===== src/rtl/spi_nor_cmd_sequencer.sv =====
// SPI NOR command sequencer: expands one APB word request into READ, or WREN/PROG/RDSR-poll
// byte frames for a byte-wide shifter, and owns the active-low chip select.
module spi_nor_cmd_sequencer #(
  parameter int CS_GAP   = 4,
  parameter int POLL_MAX = 1024
) (
  input  logic        p_clk,
  input  logic        p_rst,
  input  logic        req_valid,
  output logic        req_ready,
  input  logic        req_write,
  input  logic [23:0] req_addr,
  input  logic [31:0] req_wdata,
  output logic        rsp_valid,
  output logic [31:0] rsp_rdata,
  output logic        rsp_err,
  output logic        sh_tx_valid,
  output logic [7:0]  sh_tx_data,
  input  logic        sh_tx_ready,
  input  logic        sh_rx_valid,
  input  logic [7:0]  sh_rx_data,
  output logic        s_css,
  output logic        busy
);

  localparam int GAP_W  = $clog2(CS_GAP + 1);
  localparam int POLL_W = $clog2(POLL_MAX + 1);

  typedef enum logic [2:0] {
    ST_IDLE, ST_CS_SETUP, ST_XFER, ST_CS_GAP_W, ST_DONE
  } state_e;

  typedef enum logic [1:0] {
    FR_READ, FR_WREN, FR_PROG, FR_POLL
  } frame_e;

  state_e              state_q, state_d;
  frame_e              frame_q, frame_d;
  logic [2:0]          idx_q, idx_d;
  logic                outst_q, outst_d;
  logic [GAP_W-1:0]    gap_q, gap_d;
  logic [POLL_W-1:0]   poll_q, poll_d;
  logic                write_q, write_d;
  logic [23:0]         addr_q, addr_d;
  logic [31:0]         wdata_q, wdata_d;
  logic [31:0]         acc_q, acc_d;
  logic                fin_q, fin_d;
  logic                fin_err_q, fin_err_d;
  logic [31:0]         rdata_q, rdata_d;
  logic                err_q, err_d;
  logic                css_q, css_d;

  logic [2:0]          last_idx;
  logic [7:0]          tx_byte;
  logic                tx_fire;
  logic                rx_fire;

  // Byte currently owed to the shifter, selected by frame type and position.
  always_comb begin
    tx_byte  = 8'h00;
    last_idx = 3'd0;
    unique case (frame_q)
      FR_READ: begin
        last_idx = 3'd7;
        unique case (idx_q)
          3'd0:    tx_byte = 8'h03;
          3'd1:    tx_byte = addr_q[23:16];
          3'd2:    tx_byte = addr_q[15:8];
          3'd3:    tx_byte = addr_q[7:0];
          default: tx_byte = 8'h00;
        endcase
      end
      FR_WREN: begin
        last_idx = 3'd0;
        tx_byte  = 8'h06;
      end
      FR_PROG: begin
        last_idx = 3'd7;
        unique case (idx_q)
          3'd0:    tx_byte = 8'h02;
          3'd1:    tx_byte = addr_q[23:16];
          3'd2:    tx_byte = addr_q[15:8];
          3'd3:    tx_byte = addr_q[7:0];
          3'd4:    tx_byte = wdata_q[7:0];
          3'd5:    tx_byte = wdata_q[15:8];
          3'd6:    tx_byte = wdata_q[23:16];
          default: tx_byte = wdata_q[31:24];
        endcase
      end
      default: begin
        last_idx = 3'd1;
        tx_byte  = (idx_q == 3'd0) ? 8'h05 : 8'h00;
      end
    endcase
  end

  assign sh_tx_valid = (state_q == ST_XFER) && !outst_q;
  assign sh_tx_data  = sh_tx_valid ? tx_byte : 8'h00;
  assign tx_fire     = sh_tx_valid && sh_tx_ready;
  // A receive pulse only counts while a byte is actually in flight.
  assign rx_fire     = (state_q == ST_XFER) && outst_q && sh_rx_valid;

  // NOTE: every *_d gets its hold value first, so no path through this block can infer a latch.
  always_comb begin
    state_d   = state_q;
    frame_d   = frame_q;
    idx_d     = idx_q;
    outst_d   = outst_q;
    gap_d     = gap_q;
    poll_d    = poll_q;
    write_d   = write_q;
    addr_d    = addr_q;
    wdata_d   = wdata_q;
    acc_d     = acc_q;
    fin_d     = fin_q;
    fin_err_d = fin_err_q;
    rdata_d   = rdata_q;
    err_d     = err_q;

    unique case (state_q)
      ST_IDLE: begin
        if (req_valid) begin
          write_d   = req_write;
          addr_d    = req_addr;
          wdata_d   = req_wdata;
          frame_d   = req_write ? FR_WREN : FR_READ;
          idx_d     = 3'd0;
          outst_d   = 1'b0;
          fin_d     = 1'b0;
          fin_err_d = 1'b0;
          state_d   = ST_CS_SETUP;
        end
      end
      ST_CS_SETUP: state_d = ST_XFER;
      ST_XFER: begin
        if (tx_fire) outst_d = 1'b1;
        if (rx_fire) begin
          outst_d = 1'b0;
          if (frame_q == FR_READ && idx_q[2]) acc_d[{idx_q[1:0], 3'b000} +: 8] = sh_rx_data;
          if (idx_q == last_idx) begin
            idx_d   = 3'd0;
            gap_d   = '0;
            state_d = ST_CS_GAP_W;
            unique case (frame_q)
              FR_READ: fin_d = 1'b1;
              FR_WREN: frame_d = FR_PROG;
              FR_PROG: begin
                frame_d = FR_POLL;
                poll_d  = '0;
              end
              default: begin
                poll_d = poll_q + 1'b1;
                if (!sh_rx_data[0]) begin
                  fin_d = 1'b1;
                end else if (poll_q == POLL_W'(POLL_MAX - 1)) begin
                  fin_d     = 1'b1;
                  fin_err_d = 1'b1;
                end
              end
            endcase
          end else begin
            idx_d = idx_q + 3'd1;
          end
        end
      end
      ST_CS_GAP_W: begin
        if (gap_q == GAP_W'(CS_GAP - 1)) begin
          if (fin_q) begin
            state_d = ST_DONE;
            rdata_d = write_q ? 32'h0 : acc_q;
            err_d   = fin_err_q;
          end else begin
            state_d = ST_CS_SETUP;
          end
        end else begin
          gap_d = gap_q + 1'b1;
        end
      end
      default: state_d = ST_IDLE;
    endcase
  end

  // Chip select is registered from the next state so it is glitch-free and drops with CS_SETUP.
  assign css_d = !(state_d == ST_CS_SETUP || state_d == ST_XFER);

  // NOTE: state registers use non-blocking assignments so all flops update from pre-edge values.
  always_ff @(posedge p_clk) begin
    if (p_rst) begin
      state_q   <= ST_IDLE;
      frame_q   <= FR_READ;
      idx_q     <= 3'd0;
      outst_q   <= 1'b0;
      gap_q     <= '0;
      poll_q    <= '0;
      write_q   <= 1'b0;
      addr_q    <= 24'h0;
      wdata_q   <= 32'h0;
      acc_q     <= 32'h0;
      fin_q     <= 1'b0;
      fin_err_q <= 1'b0;
      rdata_q   <= 32'h0;
      err_q     <= 1'b0;
      css_q     <= 1'b1;
    end else begin
      state_q   <= state_d;
      frame_q   <= frame_d;
      idx_q     <= idx_d;
      outst_q   <= outst_d;
      gap_q     <= gap_d;
      poll_q    <= poll_d;
      write_q   <= write_d;
      addr_q    <= addr_d;
      wdata_q   <= wdata_d;
      acc_q     <= acc_d;
      fin_q     <= fin_d;
      fin_err_q <= fin_err_d;
      rdata_q   <= rdata_d;
      err_q     <= err_d;
      css_q     <= css_d;
    end
  end

  assign req_ready = (state_q == ST_IDLE);
  assign busy      = (state_q != ST_IDLE);
  assign rsp_valid = (state_q == ST_DONE);
  assign rsp_rdata = rdata_q;
  assign rsp_err   = err_q;
  assign s_css     = css_q;

endmodule


===== config.mk =====
export PLATFORM = sky130hd
export DESIGN_NAME = spi_nor_cmd_sequencer
export DESIGN_NICKNAME = d
export VERILOG_FILES = /design/src/rtl/spi_nor_cmd_sequencer.sv
export SDC_FILE = /design/constraint.sdc
export NUM_CORES = 1
export LEC_CHECK = 0
export ABC_CLOCK_PERIOD_IN_PS = 3500
export CORE_MARGIN = 5
export CORE_UTILIZATION = 52
export CTS_CLUSTER_SIZE = 30
export DETAILED_ROUTE_END_ITERATION = 16
export GPL_TIMING_DRIVEN = 0
export PLACE_DENSITY = 0.83
export SETUP_SLACK_MARGIN = 0.02
export SLEW_MARGIN = 25
export SYNTH_ARGS = -nofsm -noshare
export SYNTH_HDL_FRONTEND = slang
export SYNTH_SLANG_ARGS = --single-unit

===== constraint.sdc =====
create_clock -name p_clk -period 3.5 [get_ports p_clk]
set_input_delay 0.35 -clock p_clk [delete_from_list [all_inputs] [get_ports p_clk]]
set_output_delay 0.35 -clock p_clk [all_outputs]
set_load 0.01 [all_outputs]

==> key figures, run 1 <==
Run status
  • Outcome: completed

Yosys
  • Main synth FF type: dfxtp_1
  • Distinct cells, synth: 56
  • Mean post-synth cell area: 8.52 um2
  • Top post-synthesis cells by count: nand2_1 (155), dfxtp_1 (148), a21oi_1 (94)
  • Yosys top cell area share: 47.0%
  • Post-synth ARST share: 0%
  • Mapped Nets: 822
  • Warning count from the yosys run: 0
  • Syn Inst Count: 740
  • Synth Register Bits: 148
  • Cell Area, Synth: 6300 um2
  • Dominant cell by count in the synthesized netlist: nand2_1
  • Number of flops mapped to enable cells by yosys: 0
  • Yosys top cell by area: dfxtp_1
  • Sequential share of the synthesized area: 47.0%
  • Synth area leaders: dfxtp_1 (47%), nand2_1 (9.2%), a21oi_1 (7.5%)

Drt
  • DR iter-0 viols: 603
  • Antenna-violating nets left: 0
  • Via count: 6185
  • Drt pass-1 iters: 8
  • Vias per cell: 5.98
  • DRC: 0
  • Wire per inst: 17.6 um
  • Final WL: 18300 um

Floorplan
  • Core Area: 12000 um2
  • Die height: 120 um
  • Die area: 14400 um2
  • DIE WIDTH: 120 um
  • Starting density of the core: 52.7%
  • IO Pins: 116
  • Rows: 40

STA
  • Final Slew Violations: 0
  • Hold Fails Final Rpt: 0
  • Tightest Pin Transition: 0.937 ns
  • Fin crit share: 96.8%
  • Fin worst setup slack: 0.111 ns
  • Final hold slack: 0.457 ns
  • Final min period: 3.39 ns
  • RSZ-0062 raised after global routing: yes
  • Final setup viols: 0
  • F_max: 295 MHz
  • Worst Skew: 0.00702 ns
  • Slew HR: 37.4%

CTS
  • Worst skew pair latency: 0.42 ns
  • Root buf cell: clkbuf_16
  • Hold-fix buffers at CTS: 0
  • H-tree lvl count: 4
  • TritonCTS clock tree: yes
  • Clk buf depth: 2
  • # clock sinks: 148
  • Worst-path clk slew: 0.07 ns
  • Num CTS Buffers: 17

Job
  • Max cap viols: 0

Global route
  • First-pass GRT wire length: 30000 um
  • Tot GR Track Use: 25.6%
  • Vias in the first global route: 6170
  • Grt ovf: 0
  • Initial antenna violation count: 0
  • Largest net degree at the start of global routing: 17

Critical path
  • Critical path arrival: 3.04 ns
  • Required @ worst endpoint: 3.15 ns
  • Crit path kind: register to output port
  • Crit path launch type: register
  • CP endpoint kind: output port
  • Worst-path fanout max: 10

Place
  • Gp weighted congestion: 0.894
  • Hpwl dp: 13300 um
  • Pre-CTS setup slack: -0.523 ns
  • Port Buf Inserts: 115

Layout
  • Nets: 957
  • Area delta synth->final: 31.0%
  • Share of layout cells above drive strength 1: 6.98%
  • Antenna Cells: 0

Power
  • PD cells: 466 nW/um2
  • Leakage power: 2.89 nW
  • VDD IR max: 0.263 mV

Min path
  • HP Class: register to register
[worst max-delay path, stage by stage (launching register included)]
cell,delay [ns]
dfxtp_2,0.43
inv_1,0.14
ha_2,0.29
clkbuf_2,0.24
a222oi_1,0.47
a2bb2oi_1,0.25
a21oi_1,0.09
o21a_1,0.21
clkdlybuf4s50_1,0.49
[layout by cell type, fill, tap and decap left out, types with 6 or more instances in the layout]
master / synthesis / layout
nand2_1: 155 / 155
dfxtp_1: 148 / 145
clkdlybuf4s50_1: 0 / 115
a21oi_1: 94 / 94
clkbuf_1: 43 / 38
a22o_1: 34 / 34
o21ai_0: 29 / 29
nand3_1: 29 / 29
nand2b_1: 22 / 22
clkbuf_16: 0 / 17
nor2_1: 15 / 15
a222oi_1: 14 / 14
buf_2: 10 / 10
nor2b_1: 9 / 9
mux2i_1: 9 / 9
ha_1: 12 / 9
inv_1: 8 / 8
nor3_1: 8 / 8
a31oi_1: 7 / 7
nand4_1: 7 / 7
and2_1: 6 / 6
[state kept, by name, indices dropped and copies added (netlist names)]
register / flops
addr_q: 24
write_q: 1
fin_err_q: 1
fin_q: 1
acc_q: 32
rsp_err: 1
idx_q: 3
gap_q: 3
rsp_rdata: 32
poll_q: 11
frame_q: 2
s_css: 1
state_q: 3
outst_q: 1
wdata_q: 32
[report_power, final]
group          switching (mW)  internal, mW  leakage (nW)
combinational           0.183         0.152          1.41
clock                   0.774         0.969         0.281
sequential             0.0336          1.74          1.20
[per-stage QoR]
stage          cell area, um2  instances  util (%)  total power, mW  TNS (ns)
2_1_floorplan            6300        740         -             1.96         0
3_5_place_dp             7640       1002      63.9             2.13     -2.58
5_1_grt                  8260       1035      69.0             3.96         0
3_3_place_gp             7640       1002      63.9             2.12     -2.45
4_1_cts                  8240       1035      68.9             3.85         0
6_report                 8260       1035      69.0             3.85         0
[timing repair]
| action | 4_1_cts | 5_1_grt |
|---|---|---|
| buffers inserted | 2 | 0 |
| pin swaps | 2 | 2 |
| setup endpoints to repair | 8 | 8 |
| resized for setup | 11 | 6 |
| endpoints found under the hold margin | 0 | 0 |
[path summary, 6_finish.rpt]
path                                 start            end  slack [ns]  cells past startpoint
worst min-delay path             acc_q[15]      acc_q[15]        0.46                      2
worst max register to register  frame_q[0]     frame_q[0]        1.03                      6
worst min register to register   acc_q[15]      acc_q[15]        0.46                      2
worst max-delay path              idx_q[0]  sh_tx_data[2]        0.11                      8
[routing by layer]
metal | up-vias | GRT usage [%] | share of wire [%]
li1 | 2933 | - | -
met1 | 2867 | 31.9 | 42
met2 | 345 | 42.8 | 47
met3 | 40 | 5.28 | 8.6
met4 | 0 | 11.3 | 2.6
met5 | - | 0 | 0
[cells by family (layout without fill, tap and decap cells)]
kind of cell	after synthesis	count (layout)	synth area share [%]
multiplexers	10	10	1.61
buffers and inverters	63	211	3.95
XOR/XNOR	3	3	0.417
adder cells (fa/ha/maj)	12	12	2.38
AND/OR/NAND/NOR	291	291	22.8
flip-flops	148	148	47.0
AO/OA/AOI/OAI	213	213	21.8
[cell type report]
type	instances	area (um2)
repair buffers	117	1170
multi-input cells	529	3120
inverters	10	43.8
flip-flops and latches	148	2970
fillers	922	3700
clock inverters	13	113
plain buffers	52	215
clock buffers	19	453
well taps	147	184
Note: power is estimated with default switching activity, not from simulation.
==> run 2: changes to the inputs <==
--- a/config.mk
+++ b/config.mk
@@ -7,11 +7,11 @@
 export LEC_CHECK = 0
 export ABC_CLOCK_PERIOD_IN_PS = 3500
 export CORE_MARGIN = 5
-export CORE_UTILIZATION = 52
+export CORE_UTILIZATION = 49
 export CTS_CLUSTER_SIZE = 30
 export DETAILED_ROUTE_END_ITERATION = 16
 export GPL_TIMING_DRIVEN = 0
-export PLACE_DENSITY = 0.83
+export PLACE_DENSITY = 0.8
 export SETUP_SLACK_MARGIN = 0.02
 export SLEW_MARGIN = 25
 export SYNTH_ARGS = -nofsm -noshare
==> run 2 against run 1 <==
  * Final area up 0.61%
  * Register-to-register slack worse by 0.14 ns
  * First-iteration DRC count down 15%
  * Global-route usage down 1.8 points
  * Sequential share of layout area down 0.22 points
  * Sequential power about the same
  * Non-clock buffer count up 1
  * Largest cell class unchanged
==> key figures, run 2 (same netlist as run 1, synthesis figures left out) <==
Min path
  • HP Class: register to register
  • Hold worst-path end: acc_q[10]
  • WHS Path Cells: 2 (unchanged)
  • HP Start: acc_q[10]

Critical path
  • Crit path kind: register to output port
  • Reg2reg end: frame_q[0]
  • CP endpoint kind: output port
  • R2R depth: 6 (unchanged)
  • R2r startpoint: frame_q[0]
  • Reg2reg setup slack: 0.89 ns (-0.14 ns)
  • Critical path arrival: 3.00 ns (-0.04 ns)
  • Worst-path fanout max: 10 (unchanged)
  • Crit path launch type: register
  • Required @ worst endpoint: 3.15 ns (about the same)

Layout
  • Area delta synth->final: 31.8%
  • Nets: 958 (+0.10%)
  • Fin util: 65.8% (-3.2 points)
  • Commonest non-fill, non-tap cell in the layout: nand2_1
  • Most frequent cells in the layout: nand2_1 (155), dfxtp_1 (145), clkdlybuf4s50_1 (115)
  • Share of layout cells above drive strength 1: 7.09% (+0.10 points)
  • Antenna Cells: 0 (unchanged)
  • Filler cells: 1081 (+17%)

STA
  • Tightest Pin Transition: 1.02 ns (+0.0792 ns)
  • Final TNS setup: 0 ns (unchanged)
  • Hold Fails Final Rpt: 0 (unchanged)
  • RSZ-0062 raised after global routing: no
  • Final Slew Violations: 0 (unchanged)
  • Final min period: 3.35 ns (-0.0379 ns)
  • Slew HR: 32.1% (-5.3 points)
  • Fin crit share: 95.7% (-1.1 points)
  • Final setup viols: 0 (unchanged)
  • Worst Skew: 0.00505 ns (-0.00197 ns)
  • F_max: 298 MHz (+1.1%)
  • Final hold slack: 0.448 ns (-0.00880 ns)

Power
  • Tot Pwr: 3.83 mW (-0.40%)
  • Clk network pwr share: 45.2% (about the same)
  • Combinational share of power: 8.7% (about the same)
  • Leakage power: 2.89 nW (-0.16%)
  • Switching portion of total power: 24.6% (-1.1 points)
  • VDD IR max: 0.331 mV (+26%)
  • NetSw: 944 uW (-4.7%)
  • PD cells: 461 nW/um2 (-1.0%)
  • Seq pwr share: 46.1% (about the same)
  • Int Pwr: 2.89 mW (+1.1%)

Global route
  • First-pass GRT wire length: 28700 um (-4.6%)
  • Vias in the first global route: 5745 (-6.9%)
  • Initial antenna violation count: 0 (unchanged)
  • Largest net degree at the start of global routing: 17 (unchanged)
  • Grt ovf: 0 (unchanged)
  • Tot GR Track Use: 23.9% (-1.8 points)

Floorplan
  • Die area: 15200 um2 (+5.6%)
  • Rows: 41 (+2.5%)
  • IO Pins: 116 (unchanged)
  • Die height: 123 um (+2.8%)
  • Core Area: 12600 um2 (+5.5%)
  • DIE WIDTH: 123 um (+2.8%)
  • Starting density of the core: 50.0% (-2.7 points)

CTS
  • H-tree lvl count: 4 (unchanged)
  • # clock sinks: 148 (unchanged)
  • Worst skew pair latency: 0.43 ns (about the same)
  • TritonCTS clock tree: yes
  • Clk buf depth: 2 (unchanged)
  • Root buf cell: clkbuf_16
  • Worst-path clk slew: 0.06 ns (about the same)
  • Num CTS Buffers: 17 (unchanged)

Drt
  • Via count: 6020 (-2.7%)
  • Drt pass-1 iters: 5 (-3)
  • Final WL: 17600 um (-3.5%)
  • DRC: 0 (unchanged)
  • DR iter-0 viols: 510 (-15%)
  • Wire per inst: 16.6 um (-5.9%)
  • Vias per cell: 5.67 (-5.1%)
  • Antenna-violating nets left: 0 (unchanged)

Job
  • Max cap viols: 0 (unchanged)

Place
  • Port Buf Inserts: 115 (unchanged)
  • Hpwl dp: 12800 um (-3.7%)
  • Gp weighted congestion: 0.885 (-1.0%)

Run status
  • Outcome: completed
run 2: cell types whose count changed in the layout (fill, tap and decap cells not counted), sizes merged:
| cell | before | now |
|---|---|---|
| clkbuf | 61 | 60 |
| inv | 16 | 12 |
| clkinvlp | 1 | 5 |
| buf | 12 | 13 |
| bufinv | 0 | 1 |
run 2: how the worst max path moves through the flow:
| stage | startpoint | endpoint | slack [ns] | depth (start not counted) |
|---|---|---|---|---|
| after global routing | idx_q[2] | sh_tx_data[3] | 0.02 | 9 |
| after CTS | idx_q[2] | sh_tx_data[1] | 0.05 | 8 |
| after detailed placement | idx_q[2] | sh_tx_data[1] | -0.56 | 9 |
| after global placement | idx_q[2] | sh_tx_data[1] | -0.59 | 9 |
| final | idx_q[0] | sh_tx_data[2] | 0.15 | 8 |
| after floorplan | idx_q[2] | sh_tx_data[1] | 0.68 | 8 |
run 2: area by class of cell:
class | count | area, um2 | area share (%)
multi-input cells | 529 | 3130 | 37.6
plain buffers | 52 | 215 | 2.59
well taps | 172 | 215 | 2.59
clock inverters | 14 | 126 | 1.52
inverters | 10 | 43.8 | 0.527
clock buffers | 18 | 439 | 5.29
repair buffers | 118 | 1170 | 14.1
flip-flops and latches | 148 | 2970 | 35.7
run 2: timing repair:
item | CTS | global route
endpoints found under the setup margin | 8 | 8
setup buffers | 3 | 0
resized for setup | 12 | 7
hold buffers | 0 | 0
cloned | 0 | 0
pin swaps | 1 | 0
hold endpoints to repair | 0 | 0
run 2: power groups by stage:
stage                     clock network (mW)  logic, mW  registers (mW)
after floorplan                            0      0.170            1.79
after global placement                     0      0.326            1.80
after detailed placement                   0      0.329            1.80
after CTS                               1.75      0.332            1.77
after global routing                    1.82      0.369            1.77
final                                   1.73      0.335            1.77
run 2: worst max-delay path: stages, from the launching register on:
cell and delay [ns]:
dfxtp_2 0.42, inv_1 0.14, ha_2 0.28, clkbuf_2 0.24
a222oi_1 0.45, a2bb2oi_1 0.25, a21oi_1 0.10, o21a_1 0.20
clkdlybuf4s50_1 0.49
run 2: through the flow:
stage | cell area [um2] | setup WS, ns | std cells
global placement | 7670 | -0.592 | 1027
global route | 8310 | 0.0204 | 1061
CTS | 8290 | 0.0516 | 1061
finish | 8310 | 0.149 | 1061
detailed placement | 7670 | -0.563 | 1027
floorplan | 6300 | 0.677 | 740
run 2: metal layers:
layer  vias to the layer above  part of all wire [%]  global-route usage, %
li1                       2933                     -                      -
met1                      2812                    43                   31.2
met2                       238                    46                   38.5
met3                        37                   7.8                   5.26
met4                         0                   2.8                   9.20
met5                         -                     0                      0
==> run 3: changes to the inputs <==
--- a/config.mk
+++ b/config.mk
@@ -5,8 +5,7 @@
 export SDC_FILE = /design/constraint.sdc
 export NUM_CORES = 1
 export LEC_CHECK = 0
-export ABC_CLOCK_PERIOD_IN_PS = 3500
-export CORE_MARGIN = 5
+export ABC_CLOCK_PERIOD_IN_PS = 3250
 export CORE_UTILIZATION = 49
 export CTS_CLUSTER_SIZE = 30
 export DETAILED_ROUTE_END_ITERATION = 16
==> constraint.sdc (replaced) <==
create_clock -name p_clk -period 3.25 [get_ports p_clk]
set_input_delay 0.325 -clock p_clk [delete_from_list [all_inputs] [get_ports p_clk]]
set_output_delay 0.325 -clock p_clk [all_outputs]
set_load 0.01 [all_outputs]
==> run 3 against run 2 <==
  * Utilization rose by 1.5 points
  * Routed wire length rose by 1.0%
  * Clock power rose by 17%
  * Hold slack got worse by 0.011 ns
  * Largest cell class unchanged
  * Highest routed layer unchanged
==> key figures, run 3 (same netlist as run 1, synthesis figures left out) <==
Layout
  • Cell Count, Final, Fillers Out: 1067 (+0.57%)
  • Filler cells: 1033 (-4.4%)
  • Area of the multi-input gates: 3160 um2 (+1.1%)
  • Commonest non-fill, non-tap cell in the layout: nand2_1
  • Sequential cell area: 2970 um2 (+0.17%)
  • Area delta synth->final: 34.3%
  • Antenna Cells: 0 (unchanged)
  • Share of layout cells above drive strength 1: 8.38% (+1.3 points)
  • Nets: 964 (+0.63%)
  • Most frequent cells in the layout: nand2_1 (155), dfxtp_1 (145), clkdlybuf4s50_1 (110)

CTS
  • Root buf cell: clkbuf_16
  • H-tree lvl count: 4 (unchanged)
  • Num CTS Buffers: 17 (unchanged)
  • TritonCTS clock tree: yes
  • Clk buf depth: 2 (unchanged)
  • Worst skew pair latency: 0.44 ns (about the same)
  • # clock sinks: 148 (unchanged)
  • Worst-path clk slew: 0.06 ns (about the same)

Critical path
  • Required @ worst endpoint: 2.92 ns (-0.23 ns)
  • Worst-path fanout max: 10 (unchanged)
  • Critical path arrival: 2.84 ns (-0.16 ns)
  • Crit path launch type: register
  • CP endpoint kind: output port
  • Crit path kind: register to output port

Power
  • Switching portion of total power: 24.3% (-0.38 points)
  • Combinational share of power: 8.5% (-0.2 points)
  • VDD IR max: 0.313 mV (-5.6%)
  • PD cells: 506 nW/um2 (+9.8%)
  • Leakage power: 3.04 nW (+5.2%)
  • Seq pwr share: 44.4% (-1.7 points)
  • NetSw: 1.04 mW (+10%)
  • Clk network pwr share: 47.1% (+1.9 points)
  • Int Pwr: 3.25 mW (+12%)

Global route
  • Initial antenna violation count: 0 (unchanged)
  • GRT busiest layer: met2
  • Tot GR Track Use: 27.8% (+3.9 points)
  • Largest net degree at the start of global routing: 17 (unchanged)
  • Met2 Usage GRT: 44.8% (+6.3 points)
  • First-pass GRT wire length: 28100 um (-1.9%)
  • Vias in the first global route: 5564 (-3.2%)
  • Grt ovf: 0 (unchanged)
  • Met3 Usage GRT: 5.81% (+0.54 points)
  • Grt met1 use: 36.3% (+5.1 points)

Min path
  • HP Class: input port to register

STA
  • Slew HR: 30.7% (-1.4 points)
  • Worst Skew: 0.00752 ns (+0.00246 ns)
  • F_max: 316 MHz
  • Hold Fails Final Rpt: 0 (unchanged)
  • Fin crit share: 97.5%
  • Tightest Pin Transition: 1.04 ns (+0.0216 ns)
  • Final Slew Violations: 0 (unchanged)
  • Final min period: 3.17 ns
  • Final hold slack: 0.437 ns (-0.0107 ns)
  • Final setup viols: 0 (unchanged)
  • RSZ-0062 raised after global routing: no
  • Fin worst setup slack: 0.0806 ns (-0.0685 ns)

Floorplan
  • Die height: 115 um (-6.5%)
  • Die area: 13300 um2 (-13%)
  • IO Pins: 116 (unchanged)
  • DIE WIDTH: 115 um (-6.5%)
  • Core Area: 12600 um2 (-0.41%)
  • Rows: 41 (unchanged)
  • Starting density of the core: 50.2% (+0.20 points)

Drt
  • DR iter-0 viols: 462 (-9.4%)
  • DRC: 0 (unchanged)
  • Wire per inst: 16.7 um (+0.48%)
  • Via count: 6048 (+0.47%)
  • Drt pass-1 iters: 9 (+4)
  • Vias per cell: 5.67 (about the same)
  • Final WL: 17800 um (+1.0%)
  • Antenna-violating nets left: 0 (unchanged)

Place
  • Port Buf Inserts: 115 (unchanged)
  • Gp weighted congestion: 0.898 (+1.5%)
  • Hpwl dp: 12400 um (-3.4%)
  • Pre-CTS setup slack: -0.824 ns (-0.261 ns)
  • Dpl cells: 1027 (unchanged)

Run status
  • Outcome: completed

Job
  • Max cap viols: 0 (unchanged)
run 3: cell types whose count changed in the layout (fill, tap and decap cells not counted), sizes merged:
cell / change
clkdlybuf4s50: -5
clkinvlp: -1
dlymetal6s2s: +5
bufinv: +2
clkbuf: -3
clkinv: +1
buf: +9
inv: -2
run 3: final timing paths:
path | startpoint | end | slack (ns) | cells after the start
worst max-delay path | state_q[2] | sh_tx_data[7] | 0.08 | 7
worst min-delay path | req_wdata[21] | wdata_q[21] | 0.44 | 3
worst max register to register | frame_q[0] | frame_q[0] | 0.73 | 6
worst min register to register | acc_q[21] | acc_q[21] | 0.45 | 2
run 3: repair_timing:
item	CTS	global route
endpoints found under the hold margin	0	0
resized for setup	24	14
pin swaps	4	5
setup buffers	2	8
hold buffers	0	0
setup endpoints to repair	8	8
run 3: area by class of cell:
class                   instances  share of cell area [%]
multi-input cells             529                    37.3
flip-flops and latches        148                    35.1
repair buffers                125                    14.6
clock inverters                14                    2.10
well taps                     172                    2.54
inverters                      10                   0.606
clock buffers                  18                    5.07
plain buffers                  51                    2.60
run 3: power by group through the flow:
| stage | clock network (mW) | logic (mW) | registers, mW |
|---|---|---|---|
| floorplan | 0 | 0.183 | 1.93 |
| global route | 2.11 | 0.398 | 1.91 |
| detailed placement | 0 | 0.355 | 1.94 |
| CTS | 2.03 | 0.361 | 1.90 |
| global placement | 0 | 0.350 | 1.94 |
| finish | 2.02 | 0.366 | 1.90 |
run 3: per-stage QoR:
stage	power [mW]	cell area, um2	setup TNS (ns)	util [%]
after floorplan	2.12	6300	0	-
after global placement	2.29	7670	-5.00	61.0
after detailed placement	2.30	7670	-4.85	61.0
after CTS	4.29	8360	0	66.6
after global routing	4.42	8470	0	67.4
final	4.29	8470	0	67.4
run 3: worst max-delay path, cell delays in order (launching register included):
cell             delay, ns
dfxtp_1               0.32
buf_2                 0.18
or3b_1                0.41
clkbuf_1              0.24
nor3_1                0.35
o21ai_2               0.15
nor2b_1               0.20
clkdlybuf4s50_1       0.57
run 3: layer usage:
metal | vias up | routed length, um
li1 | 2944 | -
met1 | 2770 | 7670
met2 | 300 | 8350
met3 | 34 | 1380
met4 | 0 | 412
met5 | - | 0
